`src/rtl/bus_dev_port.sv`:
```
// bus_dev_port: per-device bus endpoint.
// TX: FWFT FIFO of outgoing packets presented to the arbiter via pndng/pop/D_pop.
// RX: packets delivered via push/D_push, filtered by destination ID
//     (DEV_ID or BCAST_ID), queued in a FWFT FIFO for the device.
// Optional: define BUS_DEV_PORT_DROP_CNT_EN to add saturating 16-bit drop
// counters tx_drop_cnt / rx_drop_cnt.
module bus_dev_port #(
  parameter int          PCKG_SZ  = 24,
  parameter int          DEPTH    = 8,
  parameter logic [7:0]  DEV_ID   = 8'd0,
  parameter logic [7:0]  BCAST_ID = 8'hFF
) (
  input  logic                         clk,
  input  logic                         reset,
  input  logic                         wr_en,
  input  logic [PCKG_SZ-1:0]           wr_data,
  output logic                         tx_full,
  output logic [$clog2(DEPTH+1)-1:0]   tx_count,
  output logic                         pndng,
  output logic [PCKG_SZ-1:0]           D_pop,
  input  logic                         pop,
  input  logic                         push,
  input  logic [PCKG_SZ-1:0]           D_push,
  input  logic                         rd_en,
  output logic [PCKG_SZ-1:0]           rd_data,
  output logic                         rx_valid,
  output logic                         rx_ovf,
`ifdef BUS_DEV_PORT_DROP_CNT_EN
  output logic [15:0]                  tx_drop_cnt,
  output logic [15:0]                  rx_drop_cnt,
`endif
  output logic                         id_err
);

  localparam int             AW       = $clog2(DEPTH);
  localparam int             CW       = $clog2(DEPTH+1);
  localparam logic [CW-1:0]  FULL_CNT = CW'(DEPTH);

  // ---------------------------------------------------------------- TX path
  logic [PCKG_SZ-1:0] tx_mem [DEPTH];
  logic [AW-1:0]      tx_wr_ptr_q, tx_wr_ptr_d;
  logic [AW-1:0]      tx_rd_ptr_q, tx_rd_ptr_d;
  logic [CW-1:0]      tx_cnt_q, tx_cnt_d;
  logic               tx_pop_ok, tx_wr_ok;

  // TX accept decisions; a pop frees a slot so a full FIFO may take a write.
  always_comb begin
    tx_pop_ok   = pop && (tx_cnt_q != '0);
    tx_wr_ok    = wr_en && ((tx_cnt_q != FULL_CNT) || tx_pop_ok);
    tx_wr_ptr_d = tx_wr_ptr_q;
    tx_rd_ptr_d = tx_rd_ptr_q;
    tx_cnt_d    = tx_cnt_q;
    if (tx_wr_ok)  tx_wr_ptr_d = tx_wr_ptr_q + AW'(1);
    if (tx_pop_ok) tx_rd_ptr_d = tx_rd_ptr_q + AW'(1);
    if (tx_wr_ok && !tx_pop_ok)      tx_cnt_d = tx_cnt_q + CW'(1);
    else if (!tx_wr_ok && tx_pop_ok) tx_cnt_d = tx_cnt_q - CW'(1);
  end

  // TX storage; contents need no reset since the count gates visibility.
  always_ff @(posedge clk) begin
    if (tx_wr_ok) tx_mem[tx_wr_ptr_q] <= wr_data;
  end

  // TX pointers and occupancy.
  always_ff @(posedge clk or negedge reset) begin
    if (!reset) begin
      tx_wr_ptr_q <= '0;
      tx_rd_ptr_q <= '0;
      tx_cnt_q    <= '0;
    end else begin
      tx_wr_ptr_q <= tx_wr_ptr_d;
      tx_rd_ptr_q <= tx_rd_ptr_d;
      tx_cnt_q    <= tx_cnt_d;
    end
  end

  assign pndng    = (tx_cnt_q != '0);
  assign tx_full  = (tx_cnt_q == FULL_CNT);
  assign tx_count = tx_cnt_q;
  assign D_pop    = pndng ? tx_mem[tx_rd_ptr_q] : '0;

  // ---------------------------------------------------------------- RX path
  logic [PCKG_SZ-1:0] rx_mem [DEPTH];
  logic [AW-1:0]      rx_wr_ptr_q, rx_wr_ptr_d;
  logic [AW-1:0]      rx_rd_ptr_q, rx_rd_ptr_d;
  logic [CW-1:0]      rx_cnt_q, rx_cnt_d;
  logic               rx_ovf_q, rx_ovf_d;
  logic               id_err_q, id_err_d;
  logic [7:0]         rx_hdr;
  logic               rx_match, rx_rd_ok, rx_store, rx_over;

  // RX filter, overflow detection and FIFO bookkeeping.
  always_comb begin
    rx_hdr      = D_push[PCKG_SZ-1 -: 8];
    rx_match    = (rx_hdr == DEV_ID) || (rx_hdr == BCAST_ID);
    rx_rd_ok    = rd_en && (rx_cnt_q != '0);
    rx_store    = push && rx_match && ((rx_cnt_q != FULL_CNT) || rx_rd_ok);
    rx_over     = push && rx_match && !rx_store;
    id_err_d    = push && !rx_match;
    rx_ovf_d    = rx_ovf_q || rx_over;
    rx_wr_ptr_d = rx_wr_ptr_q;
    rx_rd_ptr_d = rx_rd_ptr_q;
    rx_cnt_d    = rx_cnt_q;
    if (rx_store) rx_wr_ptr_d = rx_wr_ptr_q + AW'(1);
    if (rx_rd_ok) rx_rd_ptr_d = rx_rd_ptr_q + AW'(1);
    if (rx_store && !rx_rd_ok)      rx_cnt_d = rx_cnt_q + CW'(1);
    else if (!rx_store && rx_rd_ok) rx_cnt_d = rx_cnt_q - CW'(1);
  end

  // RX storage; push data lands here and shows on rd_data next cycle.
  always_ff @(posedge clk) begin
    if (rx_store) rx_mem[rx_wr_ptr_q] <= D_push;
  end

  // RX pointers, occupancy and status flags.
  always_ff @(posedge clk or negedge reset) begin
    if (!reset) begin
      rx_wr_ptr_q <= '0;
      rx_rd_ptr_q <= '0;
      rx_cnt_q    <= '0;
      rx_ovf_q    <= 1'b0;
      id_err_q    <= 1'b0;
    end else begin
      rx_wr_ptr_q <= rx_wr_ptr_d;
      rx_rd_ptr_q <= rx_rd_ptr_d;
      rx_cnt_q    <= rx_cnt_d;
      rx_ovf_q    <= rx_ovf_d;
      id_err_q    <= id_err_d;
    end
  end

  assign rx_valid = (rx_cnt_q != '0);
  assign rd_data  = rx_valid ? rx_mem[rx_rd_ptr_q] : '0;
  assign rx_ovf   = rx_ovf_q;
  assign id_err   = id_err_q;

`ifdef BUS_DEV_PORT_DROP_CNT_EN
  // ------------------------------------------------------- drop counters
  logic [15:0] tx_drop_q, tx_drop_d;
  logic [15:0] rx_drop_q, rx_drop_d;

  // Saturating counts of rejected TX writes and discarded RX pushes.
  always_comb begin
    tx_drop_d = tx_drop_q;
    rx_drop_d = rx_drop_q;
    if (wr_en && !tx_wr_ok && (tx_drop_q != 16'hFFFF))
      tx_drop_d = tx_drop_q + 16'd1;
    if ((rx_over || id_err_d) && (rx_drop_q != 16'hFFFF))
      rx_drop_d = rx_drop_q + 16'd1;
  end

  // Drop counter registers.
  always_ff @(posedge clk or negedge reset) begin
    if (!reset) begin
      tx_drop_q <= '0;
      rx_drop_q <= '0;
    end else begin
      tx_drop_q <= tx_drop_d;
      rx_drop_q <= rx_drop_d;
    end
  end

  assign tx_drop_cnt = tx_drop_q;
  assign rx_drop_cnt = rx_drop_q;
`endif

endmodule
```
`config.mk`:
```
export PLATFORM = sky130hd
export DESIGN_NAME = bus_dev_port
export DESIGN_NICKNAME = d
export VERILOG_FILES = /design/src/rtl/bus_dev_port.sv
export SDC_FILE = /design/constraint.sdc
export NUM_CORES = 1
export LEC_CHECK = 0
export ABC_AREA = 1
export ABC_CLOCK_PERIOD_IN_PS = 3000
export BUFFER_PORTS_ARGS = -buffer_cell sky130_fd_sc_hd__buf_2
export CAP_MARGIN = 10
export CELL_PAD_IN_SITES_DETAIL_PLACEMENT = 0
export CELL_PAD_IN_SITES_GLOBAL_PLACEMENT = 1
export CORE_UTILIZATION = 49
export DETAILED_ROUTE_END_ITERATION = 10
export PLACE_DENSITY_LB_ADDON = 0.3
export SLEW_MARGIN = 20
export SYNTH_ARGS = -nofsm -noshare
export SYNTH_HDL_FRONTEND = slang
export SYNTH_SLANG_ARGS = --single-unit
```
`constraint.sdc`:
```
create_clock -name clk -period 3 [get_ports clk]
set_clock_uncertainty 0.15 [all_clocks]
set_input_delay 0.6 -clock clk [delete_from_list [all_inputs] [get_ports clk]]
set_output_delay 0.6 -clock clk [all_outputs]
set_load 0.05 [all_outputs]
```
==> impl_metrics.ini <==
[placement]
gp_congestion = 0.734
port_buffers = 110
hpwlAfterDp_um = 20100

[floorplanning]
fp.dieW_um = 186
die_h_um = 186
num_rows = 67
core_mm2 = 0.0334
dieArea_mm2 = 0.0346
ios = 111
start_util_pct = 49.7

[route]
drc = 0
num_vias = 10694
drt_iter0_drc = 731
wire_per_inst_um = 18.4
routed_wl_um = 37100
wl_met3_um = 2120
ant_nets = 0
viasPerCell = 5.30
wl_met2_um = 19000
top_layer_used = met4
drt-met1-wl_um = 15300
drt-pass1-iter-count = 5

[setup_path]
critPathArrivalTime_ns = 2.17
critical_path_peak_fanout = 38
start_kind = flip-flop
end_kind = output pin
critPathRequiredTime_ns = 2.25
path_class = reg2out

[final_layout]
final_layout_size_suffix_gt1_share_pct = 15.7
seq_area_mm2 = 0.0121
finish.utilization_pct = 57.7
syn_to_final_growth_pct = 16.2
multi_input_area_mm2 = 0.00404
final_nets = 1603
fill_cells = 2709

[synth]
synthesis.nets = 1477
synth.avg_cell_area_um2 = 11.8
synth_edf_count = 384
ys_warn_count = 0
netlist-cell-type-count = 28
ys_seq_elements = 406
synthArstFlopShare_pct = 5.42
syn_area_mm2 = 0.0166
syn-instance-count = 1411
ys_seq_area_share_pct = 72.7
synth_flop_cell = edfxtp_1

[clock_tree]
clock-sinks = 406
clk_pin_slew_ns = 0.06
cts_tree = done
cts.htree.levels = 2
cts_made_buffers = 41
cts_buffer_depth = 3
insertion_delay_ns = 0.52
root_buffer = clkbuf_16

[sta]
slew_violations = 0
worstMarginPinSlew_ns = 0.558
tns_ns = 0
setup_viol = 0
period_minus_slack_ns = 2.92
grt_setup_unrepaired = yes
max_freq_mhz = 342
hold_violations = 0
max-slew-margin-rel_pct = 62.8
fin_crit_sh_pct = 97.4

[global_routing]
grt_pass1_vias = 10384
antenna_found_initial = 2
track_usage_pct = 21.5
grt_overflow = 0
grt_max_degree = 77
grt_pass1_wl_um = 56100

[power]
irDropWorstVdd_mv = 0.897
powerDensity_mw_per_mm2 = 1080
leakage_nw = 7.20

[run]
cap_violations = 0

[outcome]
status = finished, final reports clean

[min_path]
hold_path.class = in2reg
-- metal layers --
metal	GRT usage (%)	vias up
met1	26.8	5188
met3	3.17	54
met4	6.89	0
met2	38.4	291
met5	0	-
li1	-	5161
-- placed cells by master (no fill, tap or decap), types with 2 or more instances in the layout --
master     Yosys  final
a21oi_1       48     48
buf_12         0     14
buf_16         0      2
buf_2         32     92
buf_4         12     31
buf_6          8      5
clkbuf_1       9      8
clkbuf_16      0     43
clkbuf_4       0     11
clkbuf_8       0      6
clkinv_1       0      5
clkinv_2       0     11
clkinv_8       0      2
dfrtp_1       22     20
dfrtp_2        0      2
diode_2        0      2
edfxtp_1     384    384
fa_1           2      2
ha_1          10     10
inv_1         23     23
nand2_1      252    252
nand2_2        2      2
nand3_1       53     53
nand4_1        5      5
nor2_1       316    300
nor2_2         0     16
o211ai_1       2      2
o21ai_0      155    155
o21ai_1       44     44
xnor2_1        4      4
xor2_1         5      5
-- final timing paths --
kind	depth (start not counted)	end	startpoint	slack (ns)
max	8	D_pop[1]	tx_rd_ptr_q[0]$_DFFE_PN0P_	0.08
min	1	tx_mem[1][8]$_DFFE_PP_	wr_data[8]	0.17
max reg2reg	13	rx_cnt_q[3]$_DFFE_PN0P_	rx_cnt_q[1]$_DFFE_PN0P_	0.56
min reg2reg	2	rx_cnt_q[3]$_DFFE_PN0P_	rx_cnt_q[3]$_DFFE_PN0P_	0.35
max in group asynchronous	2	tx_rd_ptr_q[0]$_DFFE_PN0P_	reset	1.85
min in group asynchronous	2	id_err$_DFF_PN0_	reset	0.43
-- cell usage after synthesis, types with 2 or more instances --
library cell,count,share of area [%]
nand3_1,53,1.6
buf_4,12,0.54
ha_1,10,0.75
clkbuf_2,10,0.30
o21ai_1,44,1.3
nand2_1,252,5.7
nand3_2,2,0.12
xor2_1,5,0.26
o21ai_0,155,4.7
buf_6,8,0.54
clkbuf_1,9,0.20
inv_4,2,0.075
nor2_1,316,7.1
fa_1,2,0.24
nand4_1,5,0.19
nand2_2,2,0.075
inv_1,23,0.52
dfrtp_1,22,3.3
buf_1,5,0.11
a21oi_1,48,1.4
o211ai_1,2,0.090
buf_2,32,0.96
edfxtp_1,384,69
xnor2_1,4,0.21
-- logic make-up after synthesis --
kind of cell	count (synthesis)	synth area share [%]
buffers and inverters	101	3.26
AO/OA/AOI/OAI	251	7.63
AND/OR/NAND/NOR	632	14.9
adder cells (fa/ha/maj)	12	0.994
XOR/XNOR	9	0.475
flip-flops	406	72.7
-- repair_timing --
| action | CTS | global route |
|---|---|---|
| endpoints found under the hold margin | 22 | 0 |
| hold buffers | 1 | 0 |
| setup buffers | 0 | 1 |
| setup endpoints to repair | 8 | 38 |
| gates cloned | 0 | 3 |
| resized for setup | 7 | 29 |
-- where the power goes --
part           switching (mW)  total [mW]  internal, mW
logic                    6.66        9.19          2.53
clock network            2.06        4.74          2.68
registers               0.245        6.93          6.68
total                    8.97        20.9          11.9
-- final cells by class --
cell class / count / area share, %
Inverter: 25 / 0.564
Sequential cell: 406 / 62.6
Antenna cell: 2 / 0.0259
Tap cell: 448 / 2.90
Clock buffer: 55 / 5.90
Clock inverter: 19 / 0.661
Multi-Input combinational cell: 904 / 20.9
Timing Repair Buffer: 159 / 6.44
-- registers in the layout, summed over array words and instances, names as in the netlist --
signal and count:
rx_ovf 1, tx_rd_ptr_q 3, rx_wr_ptr_q 3, id_err 1, tx_wr_ptr_q 3, rx_mem 192, rx_rd_ptr_q 3, tx_count 4
rx_cnt_q 4, tx_mem 192
-- through the flow --
step	area [um2]	hold slack (ns)	cells	power, mW	setup WS, ns
after global placement	17800	0.336	1937	15.8	0.405
after CTS	19100	0.157	2012	20.7	0.00167
after detailed placement	17800	0.344	1937	15.9	0.385
after global routing	19300	0.173	2016	22.1	-0.00782
after floorplan	16600	0.154	1411	13.6	0.0461
final	19300	0.171	2018	20.9	0.0772
-- worst max-delay path: stages, from the launching register on --
cell and delay [ns]:
dfrtp_2 0.52, buf_16 0.24, nor2_1 0.07, nor2_1 0.07, o21ai_0 0.08, nand3_1 0.09
nand2_1 0.06, nor2_1 0.24, buf_4 0.26
Note: power is estimated with default switching activity, not from simulation.
